File: src/rtl/tc4_gf2_mul_sched.sv
// tc4_gf2_mul_sched
// Sequencer/scheduler for a four-way Toom-Cook style carry-less (GF(2)[x])
// multiplier. Each WIDTH-bit operand is split into four LIMB-bit limbs. One
// shared bit-serial limb multiplier is time-multiplexed over all 16 limb
// cross-products. Each partial product is XOR-accumulated into a
// 2*WIDTH-bit result at offset (i+j)*LIMB.
//
// Ports:
//   clk       rising-edge clock
//   rst       asynchronous active-low reset
//   clr       synchronous abort back to IDLE (clears the accumulator)
//   in_valid  operands a/b valid;   in_ready  block accepts operands (IDLE)
//   a, b      WIDTH-bit multiplicand / multiplier
//   out_valid c holds a finished product; out_ready consumer accepts c
//   c         2*WIDTH-bit carry-less product, driven from the accumulator
//   busy      high while multiplying or accumulating
//
// Optional feature: define TC4_SKIP_ZERO_LIMB_EN to skip the bit-serial
// phase of any cross-product whose a or b limb is zero. Each such product
// then costs a single accumulate cycle.

module tc4_gf2_mul_sched #(
  parameter int WIDTH = 163,
  parameter int LIMB  = 41
) (
  input  logic               clk,
  input  logic               rst,
  input  logic               clr,
  input  logic               in_valid,
  output logic               in_ready,
  input  logic [WIDTH-1:0]   a,
  input  logic [WIDTH-1:0]   b,
  output logic               out_valid,
  input  logic               out_ready,
  output logic [2*WIDTH-1:0] c,
  output logic               busy
);

  localparam int EXT = 4 * LIMB;
  localparam int PW  = 2 * LIMB - 1;
  localparam int CW  = 2 * WIDTH;
  localparam int BW  = $clog2(LIMB + 1);
  localparam int SW  = $clog2(6 * LIMB + 1);
  localparam logic [BW-1:0] LAST_BIT = BW'(LIMB - 1);

  typedef enum logic [1:0] {IDLE, MUL, ACC, DONE} state_t;

  state_t            state, state_nx;
  logic [WIDTH-1:0]  a_reg, b_reg;
  logic [CW-1:0]     acc;
  logic [PW-1:0]     prod;
  logic [3:0]        p;
  logic [BW-1:0]     bit_cnt;

  logic [EXT-1:0]    a_ext, b_ext;
  logic [LIMB-1:0]   a_limbs [4];
  logic [LIMB-1:0]   b_limbs [4];
  logic [LIMB-1:0]   a_limb, b_limb;
  logic [1:0]        i_idx, j_idx;
  logic [2:0]        ij;
  logic [SW-1:0]     shift_amt;
  logic [PW-1:0]     b_shift;
  logic [CW-1:0]     prod_placed;

  // Zero-extend the operands so the top limb reads zeros above WIDTH-1.
  assign a_ext = EXT'(a_reg);
  assign b_ext = EXT'(b_reg);

  for (genvar k = 0; k < 4; k++) begin : g_limb
    assign a_limbs[k] = a_ext[k*LIMB +: LIMB];
    assign b_limbs[k] = b_ext[k*LIMB +: LIMB];
  end

  assign i_idx  = p[3:2];
  assign j_idx  = p[1:0];
  assign a_limb = a_limbs[i_idx];
  assign b_limb = b_limbs[j_idx];
  assign ij     = {1'b0, i_idx} + {1'b0, j_idx};

  assign b_shift   = PW'(b_limb) << bit_cnt;
  assign shift_amt = SW'(int'(ij) * LIMB);
  // Bits shifted past 2*WIDTH-1 are always zero, so truncation is lossless.
  assign prod_placed = CW'(prod) << shift_amt;

`ifdef TC4_SKIP_ZERO_LIMB_EN
  logic       skip_first, skip_next;
  logic [3:0] p_next;

  // The first product uses the incoming operands, later ones the registers.
  assign skip_first = (a[LIMB-1:0] == '0) || (b[LIMB-1:0] == '0);
  assign p_next     = p + 4'd1;
  assign skip_next  = (a_limbs[p_next[3:2]] == '0) || (b_limbs[p_next[1:0]] == '0);
`endif

  always_ff @(posedge clk or negedge rst) begin
    if (!rst) state <= IDLE;
    else      state <= state_nx;
  end

  // clr overrides every other transition.
  always_comb begin
    state_nx = state;
    case (state)
      IDLE: begin
        if (in_valid) begin
          state_nx = MUL;
`ifdef TC4_SKIP_ZERO_LIMB_EN
          if (skip_first) state_nx = ACC;
`endif
        end
      end
      MUL: begin
        if (bit_cnt == LAST_BIT) state_nx = ACC;
      end
      ACC: begin
        if (p == 4'd15) begin
          state_nx = DONE;
        end else begin
          state_nx = MUL;
`ifdef TC4_SKIP_ZERO_LIMB_EN
          if (skip_next) state_nx = ACC;
`endif
        end
      end
      DONE: begin
        if (out_ready) state_nx = IDLE;
      end
      default: state_nx = IDLE;
    endcase
    if (clr) state_nx = IDLE;
  end

  always_ff @(posedge clk or negedge rst) begin
    if (!rst) begin
      a_reg   <= '0;
      b_reg   <= '0;
      acc     <= '0;
      prod    <= '0;
      p       <= '0;
      bit_cnt <= '0;
    end else if (clr) begin
      acc     <= '0;
      prod    <= '0;
      p       <= '0;
      bit_cnt <= '0;
    end else begin
      case (state)
        IDLE: begin
          if (in_valid) begin
            a_reg   <= a;
            b_reg   <= b;
            acc     <= '0;
            prod    <= '0;
            p       <= '0;
            bit_cnt <= '0;
          end
        end
        MUL: begin
          if (a_limb[bit_cnt]) prod <= prod ^ b_shift;
          bit_cnt <= bit_cnt + 1'b1;
        end
        ACC: begin
          acc     <= acc ^ prod_placed;
          prod    <= '0;
          bit_cnt <= '0;
          if (p != 4'd15) p <= p + 4'd1;
        end
        default: ;
      endcase
    end
  end

  assign in_ready  = (state == IDLE);
  assign busy      = (state == MUL) || (state == ACC);
  assign out_valid = (state == DONE);
  assign c         = acc;

endmodule
File: config.mk
export PLATFORM = sky130hd
export DESIGN_NAME = tc4_gf2_mul_sched
export DESIGN_NICKNAME = d
export VERILOG_FILES = /design/src/rtl/tc4_gf2_mul_sched.sv
export SDC_FILE = /design/constraint.sdc
export NUM_CORES = 2
export LEC_CHECK = 0
export BUFFER_PORTS_ARGS = -buffer_cell sky130_fd_sc_hd__buf_4
export CAP_MARGIN = 10
export CORE_MARGIN = 2
export CORE_UTILIZATION = 53
export DETAILED_ROUTE_END_ITERATION = 7
export PLACE_DENSITY = 0.84
export SETUP_SLACK_MARGIN = 0.02
export SYNTH_ARGS = -nofsm -noshare
export SYNTH_HDL_FRONTEND = slang
export SYNTH_SLANG_ARGS = --single-unit
export TNS_END_PERCENT = 1
File: constraint.sdc
create_clock -name clk -period 4.7 [get_ports clk]
set_clock_uncertainty 0.15 [all_clocks]
set_input_delay 0.705 -clock clk [delete_from_list [all_inputs] [get_ports clk]]
set_output_delay 0.705 -clock clk [all_outputs]
set_load 0.01 [all_outputs]
Yosys cells after proc, flatten, opt, wreduce, memory -nomap -nowiden
Cells that the tools add are included.
- order comparisons: 3
- reduce and logical (&&, ||, !) cells: 10
- divide/modulo/power cells: 0
- equal/unequal tests: 11
- bitwise logic cells: 5
- shift operators: 2
- add/subtract/negate cells: 3
- muxes and demuxes: 28
- multipliers: 1
- operators with widths (operator ; number):
    $mux 326 ; 2
    $pmux 326 s2 ; 1
    $shl 81x8->326 ; 1
    $xor 326x326->326 ; 1
    $mux 81 ; 3
    $pmux 81 s3 ; 1
    $bmux 41 s2 ; 2
    $mux 41 ; 4
    $shl 41x6->81 ; 1
    $xor 81x81->81 ; 1
    $pmux 6 s3 ; 1
    $mux 4 ; 3
    $mux 6 ; 2
    $ne 3x3->1 const B ; 4
    $reduce_and 3->1 ; 4
    $mux 2 ; 5
    $mul 3x6->8 const B ; 1
    $pmux 2 s4 ; 1
    $pmux 4 s2 ; 1
    $lt 6x7->1 const B ; 1
    $add 6x1->6 const B ; 1
    $bmux 1 s6 ; 1
    $eq 6x6->1 const B ; 1
    $ge 3x3->1 const B ; 2
    15 further kinds ; 18
- input bits: 331
- bits in latches: 0
- output and inout port bits: 329
- register bits after elaboration: 745
- memories: 0
- logic and storage cells: 70
- memory bits (writable): 0
- memory bits (read-only): 0

Logic depth before layout (Yosys ltp)
- depth in word-level cells: 9
- depth in mapped cells: 22
- mapped depth without buffers: 14

Least setup slack after synthesis
OpenSTA, ideal clock, no wires.
- path type: register to register
- start point: register p[3]
- end point: register acc[206] (netlist: c[206])
- period minus slack after synthesis: 4.856 ns
- data required time: 4.423 ns
- arrival time: 4.580 ns
- setup time: 0.127 ns
- stages on the path, launching flop included: 22
- setup slack: -0.156 ns
- cells stage by stage: dfrtp_1 -> clkbuf_1 -> buf_1 -> inv_1 -> fa_1 -> buf_2 -> buf_6 -> buf_4 -> inv_2 -> buf_2 -> buf_2 -> clkbuf_1 -> ha_1 -> clkbuf_1 -> clkbuf_1 -> buf_1 -> clkbuf_1 -> a21oi_1 -> o21ai_0 -> nand3_1 -> o31ai_1 -> nand2_1
- cells in the longest elaborated chain, start to end: 6
- ends and longest elaborated chain (item ; RTL line ; text):
    start, declared ; 52 ; logic [3:0] p;
    start signal, assigned ; 166 ; if (p != 4'd15) p <= p + 4'd1;
    $add 2x2->3 ; 78 ; assign ij = {1'b0, i_idx} + {1'b0, j_idx};
    $mul 3x6->8 ; 81 ; assign shift_amt = SW'(int'(ij) * LIMB);
    $shl 81x8->326 ; 83 ; assign prod_placed = CW'(prod) << shift_amt;
    $xor 326x326->326 ; 163 ; acc <= acc ^ prod_placed;
    $pmux 326 s2 ; 147 ; case (state)
    $mux 326 ; 141 ; end else if (clr) begin
    end signal, assigned ; 163 ;
    end, declared ; 50 ; logic [CW-1:0] acc;
Every way passes these cells.
A chain may end at the register's enable or synchronous reset.

Worst setup path after layout
- start point: register p[1]
- end point: register acc[240] (netlist: c[240])
Same word-level chain as after synthesis.

==> summary.txt <==
Number of distinct standard cells referenced by the synthesized netlist: 98
Global route total overflow: 0
Num ports: 660
Count of max-cap constraint violations: 0
Largest fanout on the critical path: 25
Clock Tree Root: clkbuf_16
Die Y: 302.6 um
Initial antenna violation count: 9
Number of synthesis warnings: 0
DPL Wire Length: 165,900 um
Placed Area: 55,060 um^2
Worst skew pair latency: 0.69 ns
Final setup violation count: 0
DRC: 0
Non-Filler Instances: 6,532
Synthesized flop and latch total: 745
Core Area: 88,370 um^2
Routed len/inst: 34.40 um
Clock buffers created by TritonCTS: 82
Cell Count Post-Placement: 6,372
Post-route design area: 58,040 um^2
Worst EP required: 5.12 ns
Cell type with the highest aggregate area in the netlist: dfrtp_1
Class of the tightest hold or removal check: in2reg
Avg Synthesized Cell Area: 10.30 um^2
Via count: 46,720
Maximum VDD drop: 494.9 uV
Wire length of the first global-routing pass: 323,300 um
Clock transition at path regs: 0.06 ns
Seq/Total Area, Yosys: 0.3944
Overall die area: 91,590 um^2
Worst setup path category: reg2reg
Critical path capture point type: flop
Main synth FF type: dfrtp_1
Utilization of the core after routing: 0.6568
RD Place Congestion: 1.070
Horizontal die dimension: 302.6 um
Crit start category: flop
Instance count of the mapped netlist: 4,589
Area added between synthesis and finish: 22.80%
Via count of the first global-routing pass: 45,230
Areal power density over the cells: 465.8 nW/um^2
Maximum number of pins on one net before global-route repair: 116
Starting utilization of the core area: 0.5349
Max Buffers Root-to-Sink: 3
Number of buffer cells added on primary ports: 659
Average vias per placed instance: 7.153
Synthesized net count: 4,931
Area fraction of the dominant cell type after synthesis: 0.3944
Startpoint of the worst register-to-register path: p[1]$_DFFE_PN0P_
Launching instance or port of the critical path: p[1]$_DFFE_PN0P_
CTS tree: built
Wire length after detailed routing: 224,700 um
Final Slew Violations: 0
Portion of the clock cycle consumed by the worst path in the final layout: 0.9945
Final min period: 4.674 ns
Number of sinks on the clock net: 745
Synth area leaders: dfrtp_1, mux4_2, mux2_2
Worst path arrival time: 5.09 ns
Row count: 109
Setup repair after global routing missed its margin: false
Filler instances: 6,729
Fraction of registers with async set/reset: 1.000
Antenna-violating nets left: 0
Pleak: 24.86 nW
FF-to-FF End: c[240]$_DFFE_PN0P_
Post-synth design cell area: 47,270 um^2
Fraction of layout cells with a size suffix above 1: 0.3450
Worst R2R Setup Slack: 0.03 ns
Post-synth EDFFs: 0
Fin Setup TNS: 0 ns
Starting DRT DRC Count: 6,765
Count of cells along the worst register-to-register path: 10
Peak clock frequency supported by timing: 213.9 MHz
Global Route Usage Sum: 0.4848
Hold Startpoint: b[131]
Last element of the critical path: c[240]$_DFFE_PN0P_
Max reg flops: 326
H-tree level count: 3
First drt pass iteration count: 7
Number of hold violations in the final report: 0
NumNets Final: 5,635
Post-layout total power: 27.04 mW
Result of the run: completed
Slew margin rel.: 0.2778
Slew at the pin closest to its max-slew limit: 1.053 ns
[placed cells by master, fill, tap and decap left out, drive strengths merged, types with 56 or more instances in the layout]
| cell type | Yosys | routed |
|---|---|---|
| buf | 141 | 993 |
| dfrtp | 745 | 745 |
| mux2 | 430 | 430 |
| nand2 | 398 | 398 |
| o21ai | 397 | 397 |
| nor2 | 385 | 385 |
| a21oi | 253 | 253 |
| mux2i | 239 | 239 |
| mux4 | 237 | 237 |
| a31oi | 153 | 153 |
| o22ai | 115 | 115 |
| clkbuf | 233 | 112 |
| nand3 | 78 | 78 |
| a221oi | 56 | 56 |
[kinds of logic (layout without fill, tap and decap cells)]
family                   Yosys count  count (layout)  synth area share
XOR/XNOR                          35              35          0.006485
flip-flops                       745             745            0.3944
multiplexers                     906             906            0.2680
buffers and inverters            431            1201           0.04034
other                              0               8                 0
AND/OR/NAND/NOR                 1078            1078           0.09831
adder cells (fa/ha/maj)           11              11          0.003071
AO/OA/AOI/OAI                   1383            1383            0.1893
[final cells by class]
cell class	instances	area [um^2]	share of cell area
Clock inverter	38	591.8	0.01020
Tap cell	1165	1458	0.02511
Clock buffer	112	2316	0.03990
Multi-Input combinational cell	3413	26890	0.4633
Sequential cell	745	18650	0.3214
Antenna cell	8	20.02	0.0003449
Timing Repair Buffer	994	7898	0.1361
Inverter	57	216.5	0.003729
[worst max-delay path, stage by stage (launching register included)]
cell	delay (ns)
dfrtp_4	0.42
inv_1	0.08
fa_4	1.06
buf_12	0.26
mux2i_1	0.28
mux4_2	0.63
mux2i_1	0.19
a21oi_1	0.58
o22a_2	0.61
nand3_1	0.13
o311ai_0	0.12
[synth_stat cells, types with 17 or more instances]
master and count:
dfrtp_1 745, mux2_2 428, nand2_1 397, nor2_1 385, o21ai_0 370, a21oi_1 252, mux2i_1 236, clkbuf_1 232
mux4_2 215, a31oi_1 152, o22ai_1 115, nand3_1 78, buf_2 61, a221oi_1 55, o211ai_1 54, nor3_1 53
inv_1 50, or3_1 44, a22oi_1 43, buf_1 43, a221o_1 37, a22o_1 36, o221ai_1 35, nand2b_1 33
o21ai_1 26, xor2_1 26, buf_4 23, and2_1 22, mux4_1 22, o31ai_1 21, a211oi_1 19, nor2b_1 18
a21o_1 17
[stage by stage]
stage	hold WS [ns]	setup slack [ns]
floorplan	0.2594	-0.02735
detailed placement	0.3197	-0.1033
global route	0.09181	0.04709
global placement	0.3164	-0.1049
CTS	0.07329	0.1127
finish	0.09083	0.02564
[worst min-delay path by stage]
| stage | slack, ns | endpoint | cells after the start |
|---|---|---|---|
| after floorplan | 0.26 | a_reg[0]$_DFFE_PN0P_ | 0 |
| after global placement | 0.32 | c[283]$_DFFE_PN0P_ | 1 |
| final | 0.09 | b_reg[131]$_DFFE_PN0P_ | 2 |
| after detailed placement | 0.32 | c[263]$_DFFE_PN0P_ | 1 |
| after CTS | 0.07 | b_reg[21]$_DFFE_PN0P_ | 2 |
| after global routing | 0.09 | a_reg[105]$_DFFE_PN0P_ | 2 |
[power by group]
| group | switching (mW) | total, mW | leakage [nW] | internal, mW |
|---|---|---|---|---|
| combinational | 5.80 | 10.4 | 13.8 | 4.57 |
| clock | 2.93 | 7.03 | 1.41 | 4.10 |
| sequential | 1.59 | 9.64 | 9.64 | 8.05 |
| total | 10.3 | 27.0 | 24.9 | 16.7 |
[metal layers]
metal	vias to the layer above	share of wire	global-route usage
li1	18970	-	-
met1	23000	0.34	0.5725
met2	3767	0.45	0.7479
met3	979	0.12	0.1457
met4	4	0.096	0.3663
met5	-	0.00012	0
[repair_timing]
item / 4_1_cts / 5_1_grt
hold endpoints to repair: 43 / 0
endpoints found under the setup margin: 4 / 13
buffers inserted: 0 / 0
resized for setup: 2 / 6
hold buffers: 1 / 0
No activity file was read; power rests on OpenSTA's default activity.
